**src/rtl/riscv_defines.sv**
```systemverilog
// Shared definitions for the instruction-port arbiter and its ID FIFO.
package riscv_defines;

  localparam int ARB_MAX_REQ   = 4;
  localparam int ARB_MAX_OUTST = 4;

  // Width of a requester index; a single requester still needs one bit.
  function automatic int ARB_ID_W(input int n_req);
    return (n_req > 1) ? $clog2(n_req) : 1;
  endfunction

endpackage

```
**src/rtl/riscv_arb_id_fifo.sv**
```systemverilog
// Small FIFO of requester IDs for granted transactions, in issue order.
// A push is accepted when full only if a pop happens in the same cycle.
module riscv_arb_id_fifo
  import riscv_defines::*;
#(
  parameter int DEPTH = 2,
  parameter int WIDTH = 1
) (
  input  logic                       clk,
  input  logic                       rst,
  input  logic                       push_i,
  input  logic [WIDTH-1:0]           data_i,
  input  logic                       pop_i,
  output logic [WIDTH-1:0]           data_o,
  output logic                       empty_o,
  output logic                       full_o,
  output logic [$clog2(DEPTH+1)-1:0] count_o
);

  localparam int PTR_W = (DEPTH > 1) ? $clog2(DEPTH) : 1;
  localparam int CNT_W = $clog2(DEPTH + 1);

  logic [WIDTH-1:0] mem_q [DEPTH];
  logic [WIDTH-1:0] mem_d [DEPTH];
  logic [PTR_W-1:0] wr_ptr_q, wr_ptr_d;
  logic [PTR_W-1:0] rd_ptr_q, rd_ptr_d;
  logic [CNT_W-1:0] count_q, count_d;
  logic             do_push, do_pop;

  function automatic logic [PTR_W-1:0] next_ptr(input logic [PTR_W-1:0] p);
    return (p == PTR_W'(DEPTH - 1)) ? '0 : p + 1'b1;
  endfunction

  assign empty_o = (count_q == '0);
  assign full_o  = (count_q == CNT_W'(DEPTH));
  assign count_o = count_q;
  assign data_o  = mem_q[rd_ptr_q];

  assign do_pop  = pop_i & ~empty_o;
  assign do_push = push_i & (~full_o | do_pop);

  always_comb begin
    mem_d    = mem_q;
    wr_ptr_d = wr_ptr_q;
    rd_ptr_d = rd_ptr_q;
    count_d  = count_q;
    if (do_push) begin
      mem_d[wr_ptr_q] = data_i;
      wr_ptr_d        = next_ptr(wr_ptr_q);
    end
    if (do_pop) begin
      rd_ptr_d = next_ptr(rd_ptr_q);
    end
    case ({do_push, do_pop})
      2'b10:   count_d = count_q + 1'b1;
      2'b01:   count_d = count_q - 1'b1;
      default: count_d = count_q;
    endcase
  end

  // Storage holds data only; occupancy is tracked by the pointers and count.
  always_ff @(posedge clk) begin
    mem_q <= mem_d;
  end

  always_ff @(posedge clk) begin
    if (rst) begin
      wr_ptr_q <= '0;
      rd_ptr_q <= '0;
      count_q  <= '0;
    end else begin
      wr_ptr_q <= wr_ptr_d;
      rd_ptr_q <= rd_ptr_d;
      count_q  <= count_d;
    end
  end

endmodule

```
**src/rtl/riscv_instr_port_arbiter.sv**
```systemverilog
// Round-robin arbiter sharing one instruction-memory port among N_REQ fetch requesters;
// responses are routed back to their issuers in issue order.
module riscv_instr_port_arbiter
  import riscv_defines::*;
#(
  parameter int N_REQ           = 2,
  parameter int RDATA_WIDTH     = 32,
  parameter int MAX_OUTSTANDING = 2
) (
  input  logic                   clk,
  input  logic                   rst,
  input  logic [N_REQ-1:0]       req_i,
  input  logic [N_REQ*32-1:0]    addr_i,
  output logic [N_REQ-1:0]       gnt_o,
  output logic [N_REQ-1:0]       rvalid_o,
  output logic [RDATA_WIDTH-1:0] rdata_o,
  output logic                   err_o,
  output logic                   instr_req_o,
  output logic [31:0]            instr_addr_o,
  input  logic                   instr_gnt_i,
  input  logic                   instr_rvalid_i,
  input  logic [RDATA_WIDTH-1:0] instr_rdata_i,
  input  logic                   instr_err_pmp_i,
  output logic                   busy_o,
  output logic                   proto_err_o
);

  localparam int ID_W  = ARB_ID_W(N_REQ);
  localparam int CNT_W = $clog2(MAX_OUTSTANDING + 1);

  logic [ID_W-1:0]  rr_ptr_q, rr_ptr_d;
  logic [ID_W-1:0]  lock_id_q, lock_id_d;
  logic             lock_q, lock_d;
  logic             active_q;
  logic             active;
  logic [ID_W-1:0]  rr_sel, sel, head_id;
  logic             lock_hold;
  logic             can_issue, accept, resp, pop;
  logic             fifo_empty, fifo_full;
  logic [CNT_W-1:0] count;

  // Outputs stay quiet during reset and for one cycle afterwards.
  assign active = ~rst & active_q;

  always_comb begin
    int  idx;
    logic found;
    rr_sel = rr_ptr_q;
    found  = 1'b0;
    for (int k = 0; k < N_REQ; k++) begin
      idx = int'(rr_ptr_q) + k;
      if (idx >= N_REQ) idx = idx - N_REQ;
      if (!found && req_i[idx]) begin
        found  = 1'b1;
        rr_sel = ID_W'(idx);
      end
    end
  end

  // A pending unanswered request keeps the port until its owner is granted or withdraws.
  assign lock_hold = lock_q & req_i[lock_id_q];
  assign sel       = lock_hold ? lock_id_q : rr_sel;

  assign can_issue   = ~fifo_full | instr_rvalid_i;
  assign instr_req_o = active & can_issue & (|req_i);
  assign accept      = instr_req_o & instr_gnt_i;
  assign instr_addr_o = active ? addr_i[32*sel +: 32] : 32'h0;
  assign gnt_o       = accept ? (N_REQ'(1) << sel) : '0;

  assign resp        = active & instr_rvalid_i;
  assign pop         = resp & ~fifo_empty;
  assign proto_err_o = resp & fifo_empty;
  assign rvalid_o    = pop ? (N_REQ'(1) << head_id) : '0;
  assign err_o       = pop & instr_err_pmp_i;
  assign rdata_o     = instr_rdata_i;
  assign busy_o      = active & ((count != '0) | instr_req_o);

  always_comb begin
    rr_ptr_d  = rr_ptr_q;
    lock_d    = lock_q;
    lock_id_d = lock_id_q;
    if (accept) begin
      rr_ptr_d = (sel == ID_W'(N_REQ - 1)) ? '0 : sel + 1'b1;
      lock_d   = 1'b0;
    end else if (instr_req_o) begin
      lock_d    = 1'b1;
      lock_id_d = sel;
    end else if (lock_q && !lock_hold) begin
      lock_d = 1'b0;
    end
  end

  always_ff @(posedge clk) begin
    if (rst) begin
      rr_ptr_q  <= '0;
      lock_q    <= 1'b0;
      lock_id_q <= '0;
      active_q  <= 1'b0;
    end else begin
      rr_ptr_q  <= rr_ptr_d;
      lock_q    <= lock_d;
      lock_id_q <= lock_id_d;
      active_q  <= 1'b1;
    end
  end

  riscv_arb_id_fifo #(
    .DEPTH (MAX_OUTSTANDING),
    .WIDTH (ID_W)
  ) u_id_fifo (
    .clk     (clk),
    .rst     (rst),
    .push_i  (accept),
    .data_i  (sel),
    .pop_i   (pop),
    .data_o  (head_id),
    .empty_o (fifo_empty),
    .full_o  (fifo_full),
    .count_o (count)
  );

endmodule

```
**config.mk**
```make
export PLATFORM = sky130hd
export DESIGN_NAME = riscv_instr_port_arbiter
export DESIGN_NICKNAME = d
export VERILOG_FILES = /design/src/rtl/riscv_defines.sv /design/src/rtl/riscv_arb_id_fifo.sv /design/src/rtl/riscv_instr_port_arbiter.sv
export SDC_FILE = /design/constraint.sdc
export NUM_CORES = 1
export LEC_CHECK = 0
export ABC_AREA = 0
export ABC_CLOCK_PERIOD_IN_PS = 1850
export CAP_MARGIN = 20
export CORE_MARGIN = 2
export CORE_UTILIZATION = 23
export CTS_CLUSTER_DIAMETER = 80
export DETAILED_ROUTE_END_ITERATION = 8
export GPL_ROUTABILITY_DRIVEN = 0
export PLACE_DENSITY_LB_ADDON = 0.1
export SETUP_SLACK_MARGIN = 0.05
export SLEW_MARGIN = 20
export SYNTH_ARGS = -nofsm -noshare
export SYNTH_HDL_FRONTEND = slang
export SYNTH_SLANG_ARGS = --single-unit
```
**constraint.sdc**
```tcl
create_clock -name clk -period 1.85 [get_ports clk]
set_input_delay 0.185 -clock clk [delete_from_list [all_inputs] [get_ports clk]]
set_output_delay 0.185 -clock clk [all_outputs]
set_load 0.01 [all_outputs]
```
==> impl_results.rst <==
.. list-table::
   :header-rows: 1

   * - Metric
     - Value
   * - Result of the run
     - complete, but fails checks
   * - Violated checks
     - setup timing
   * - Num CTS Buffers
     - 3
   * - Vias in the first global route
     - about 1900
   * - Largest clock skew in the final design
     - 3.73 ps
   * - Nets in the synthesized netlist
     - 310
   * - #FFs+latches synth
     - 10
   * - First-iteration detailed-routing DRC count
     - 53
   * - HPWL reported at the end of detailed placement
     - 3830 µm
   * - Maximum clock rate
     - 529 MHz
   * - Data arrival at the endpoint of the critical path
     - about 1700 ps
   * - Setup slack on the worst flop-to-flop path
     - 80 ps
   * - Remaining DRCs
     - 0
   * - Peak supply drop
     - 0.247 mV
   * - Cells on Worst Hold Path
     - 0
   * - # fillers
     - 603
   * - Syn Std Cell Area
     - 1370 µm²
   * - Most instantiated library cell after synthesis
     - a21oi_1
   * - Launching element type of the critical path
     - flip-flop
   * - Number of distinct library cells after synthesis
     - 35
   * - Total via count in the routed design
     - 1880
   * - PwrDens
     - 349 nW/µm²
   * - Start-to-end type of the worst setup path
     - reg2out
   * - CTS sink count
     - 10
   * - Slew headroom
     - 0.820
   * - Final antenna-violating net count
     - 0
   * - Post-layout util
     - 0.515
   * - Clock Root Buffer
     - clkbuf_8
   * - Pre-Repair DR Iteration Count
     - 4
   * - Routed wire length per instance
     - 15.7 µm
   * - Max cap viols
     - 0
   * - Synth top area share
     - 0.176
   * - Synthesized area divided by synthesized cell count
     - 6.64 µm²
   * - Number of buffers on the longest clock path
     - 2
   * - Final number of max-transition violations
     - 0
   * - Sequential cell area fraction in the yosys report
     - 0.161
   * - Total Wirelength
     - 6230 µm
   * - Fin worst setup slack
     - -38.7 ps
   * - Post-synthesis cell count
     - 206
   * - Startpoint of the most critical hold path
     - instr_rdata_i[11]
   * - R2r worst-path depth
     - 6
   * - Final layout net count
     - about 430
   * - Required time of the critical path
     - 1660 ps
   * - Number of antenna cells inserted
     - 0
   * - Effective utilization at floorplan
     - 0.234
   * - Area taken by multi-input logic gates
     - 1130 µm²
   * - Setup crit end kind
     - output port
   * - Die Span X
     - about 81 µm
   * - Largest fanout of any net on the critical path
     - 8
   * - Number of placed I/O pins
     - 175
   * - Count of final setup violators
     - 13
   * - Startpoint of the lowest-slack register-to-register path
     - u_id_fifo.count_o[0]$_SDFFE_PP0P_
   * - TritonCTS clock tree
     - done
   * - Die outline area
     - 6580 µm²
   * - Leading register cell type out of synthesis
     - dfxtp_1
   * - Endpoints failing hold
     - 0
   * - Area growth from synthesis to layout
     - 120%
   * - Final period util
     - 1.02
   * - Vias per std cell
     - roughly 4.7
   * - Final Instance Area
     - 3010 µm²
   * - Insertion delay to the later sink of the worst-skew pair
     - roughly 240 ps
   * - Terminus of the critical flop-to-flop path
     - u_id_fifo.count_o[1]$_SDFFE_PP0P_
   * - Worst hold-check path type
     - in2out
   * - Number of core rows
     - 28
   * - Least-Margin Pin Slew
     - 269 ps
   * - Count of hold buffers inserted by post-cts repair
     - 0
   * - Most area-consuming cells after synthesis
     - buf_4 (18%), a21oi_1 (13%), dfxtp_1 (12%)
   * - Largest net degree at the start of global routing
     - 24
   * - Async S/R FF share, synth
     - 0
   * - Number of enable-type register cells in the synthesized netlist
     - 2
   * - Warning count from the yosys run
     - 0
   * - Most instantiated cells after synthesis
     - a21oi_1 (35), buf_4 (32), nand3_1 (32)
   * - Period minus WS final
     - 1890 ps
   * - Clock Pin Slew Worst Setup and Hold Paths
     - 50 ps
   * - Sequential cell area
     - 221 µm²
   * - Ratio of cells with drive above 1 in the final layout
     - 0.505
   * - Area after detailed placement
     - approximately 2500 µm²
   * - Initial antenna violation count
     - 0
   * - Endpoint of the worst hold-timing path
     - rdata_o[11]
   * - Die Span Y
     - between 80 and 90 µm
   * - Total leakage power
     - ~1.3 nW
   * - Number of buffers inserted by port buffering
     - 110
   * - Global-route usage over all layers
     - 0.178
   * - Setup repair after global routing missed its margin
     - yes
   * - Largest area contributor in the synthesized netlist
     - buf_4
   * - Wire length of the first global-routing pass
     - ~9100 µm
   * - Smallest hold slack
     - 370 ps
   * - Remaining global-route overflow
     - 0
   * - Std-Cell Core Area
     - 5850 µm²
   * - Clock H-tree levels
     - 1
==> placed cells by master, fill, tap and decap left out, types with 10 or more instances in the layout <==
cell              n
buf_4            26
buf_6            17
o21ai_1          10
clkdlybuf4s50_1  67
buf_2            33
o21ai_2          17
nand3_1          10
a21oi_1          16
a21oi_2          19
nand3_2          18
==> worst max-delay path by stage <==
stage | depth (start not counted) | slack, ps | endpoint | startpoint
after global placement | 7 | -390 | instr_addr_o[28] | req_i[0]
after floorplan | 8 | 60 | u_id_fifo.count_o[1]$_SDFFE_PP0P_ | rst
after CTS | 7 | -160 | instr_addr_o[18] | lock_q$_SDFFE_PP0P_
after detailed placement | 7 | -400 | instr_addr_o[27] | req_i[0]
final | 7 | -40 | instr_addr_o[0] | lock_q$_SDFFE_PP0P_
after global routing | 7 | -140 | instr_addr_o[25] | lock_q$_SDFFE_PP0P_
==> kinds of logic after synthesis <==
kind of cell             Yosys count  share of synthesized area
AND/OR/NAND/NOR                   57                      0.210
adder cells (fa/ha/maj)            1                    0.00914
buffers and inverters             55                      0.255
AO/OA/AOI/OAI                     76                      0.313
multiplexers                       3                     0.0265
XOR/XNOR                           4                     0.0256
flip-flops                        10                      0.161
==> area by class of cell <==
| class | instances | area share |
|---|---|---|
| tap | 75 | 0.0311 |
| inverter | 6 | 0.00748 |
| timing repair buffer | 162 | 0.497 |
| multi-input combinational | 141 | 0.376 |
| clock buffer | 3 | 0.0137 |
| sequential | 10 | 0.0735 |
| clock inverter | 1 | 0.00125 |
==> report_power, final <==
part	switching (mW)	internal, mW	leakage [nW]	total, mW
combinational	0.242	0.329	1.23	0.571
sequential	0.00577	0.231	0.0841	0.237
clock	0.0979	0.146	0.0231	0.244
total	0.346	0.706	1.34	1.05
==> through the flow <==
| stage | setup slack (ps) | setup TNS [ps] | total power, mW | std cells |
|---|---|---|---|---|
| after global routing | -136 | -2280 | 1.11 | 398 |
| after floorplan | 58.4 | 0 | 0.481 | 206 |
| after global placement | -390 | -13500 | 0.709 | 368 |
| after detailed placement | -405 | -14230 | 0.706 | 368 |
| final | -38.7 | -325 | 1.05 | 398 |
| after CTS | -157 | -2250 | 1.02 | 396 |
==> metal layers <==
metal | global-route usage | wire length (µm) | share of wire
met5 | 0 | 0 | 0
met4 | 0.0542 | 144 | 0.023
met3 | 0.0344 | 355 | 0.057
met2 | 0.317 | 3220 | 0.52
met1 | 0.215 | 2510 | 0.40
==> registers in the layout (all words and copies together) (netlist names) <==
register and cells:
active_q 1, lock_id_q 1, lock_q 1, rr_ptr_q 1
u_id_fifo.count_o 2, u_id_fifo.mem_q 2, u_id_fifo.rd_ptr_q 1, u_id_fifo.wr_ptr_q 1
==> what timing repair did <==
action,CTS,global route
endpoints found under the hold margin,0,0
buffers inserted,20,5
pin swaps,39,16
setup endpoints to repair,41,37
resized for setup,189,70
gates cloned,5,2
==> worst max-delay path, stage by stage, from the launching register on <==
cell and delay, ps:
dfxtp_2 320, and2b_2 240, o21ai_4 250, buf_6 210, buf_6 110, nand3_2 60
a21oi_1 120, buf_2 150
(Power assumes the default switching activity.)
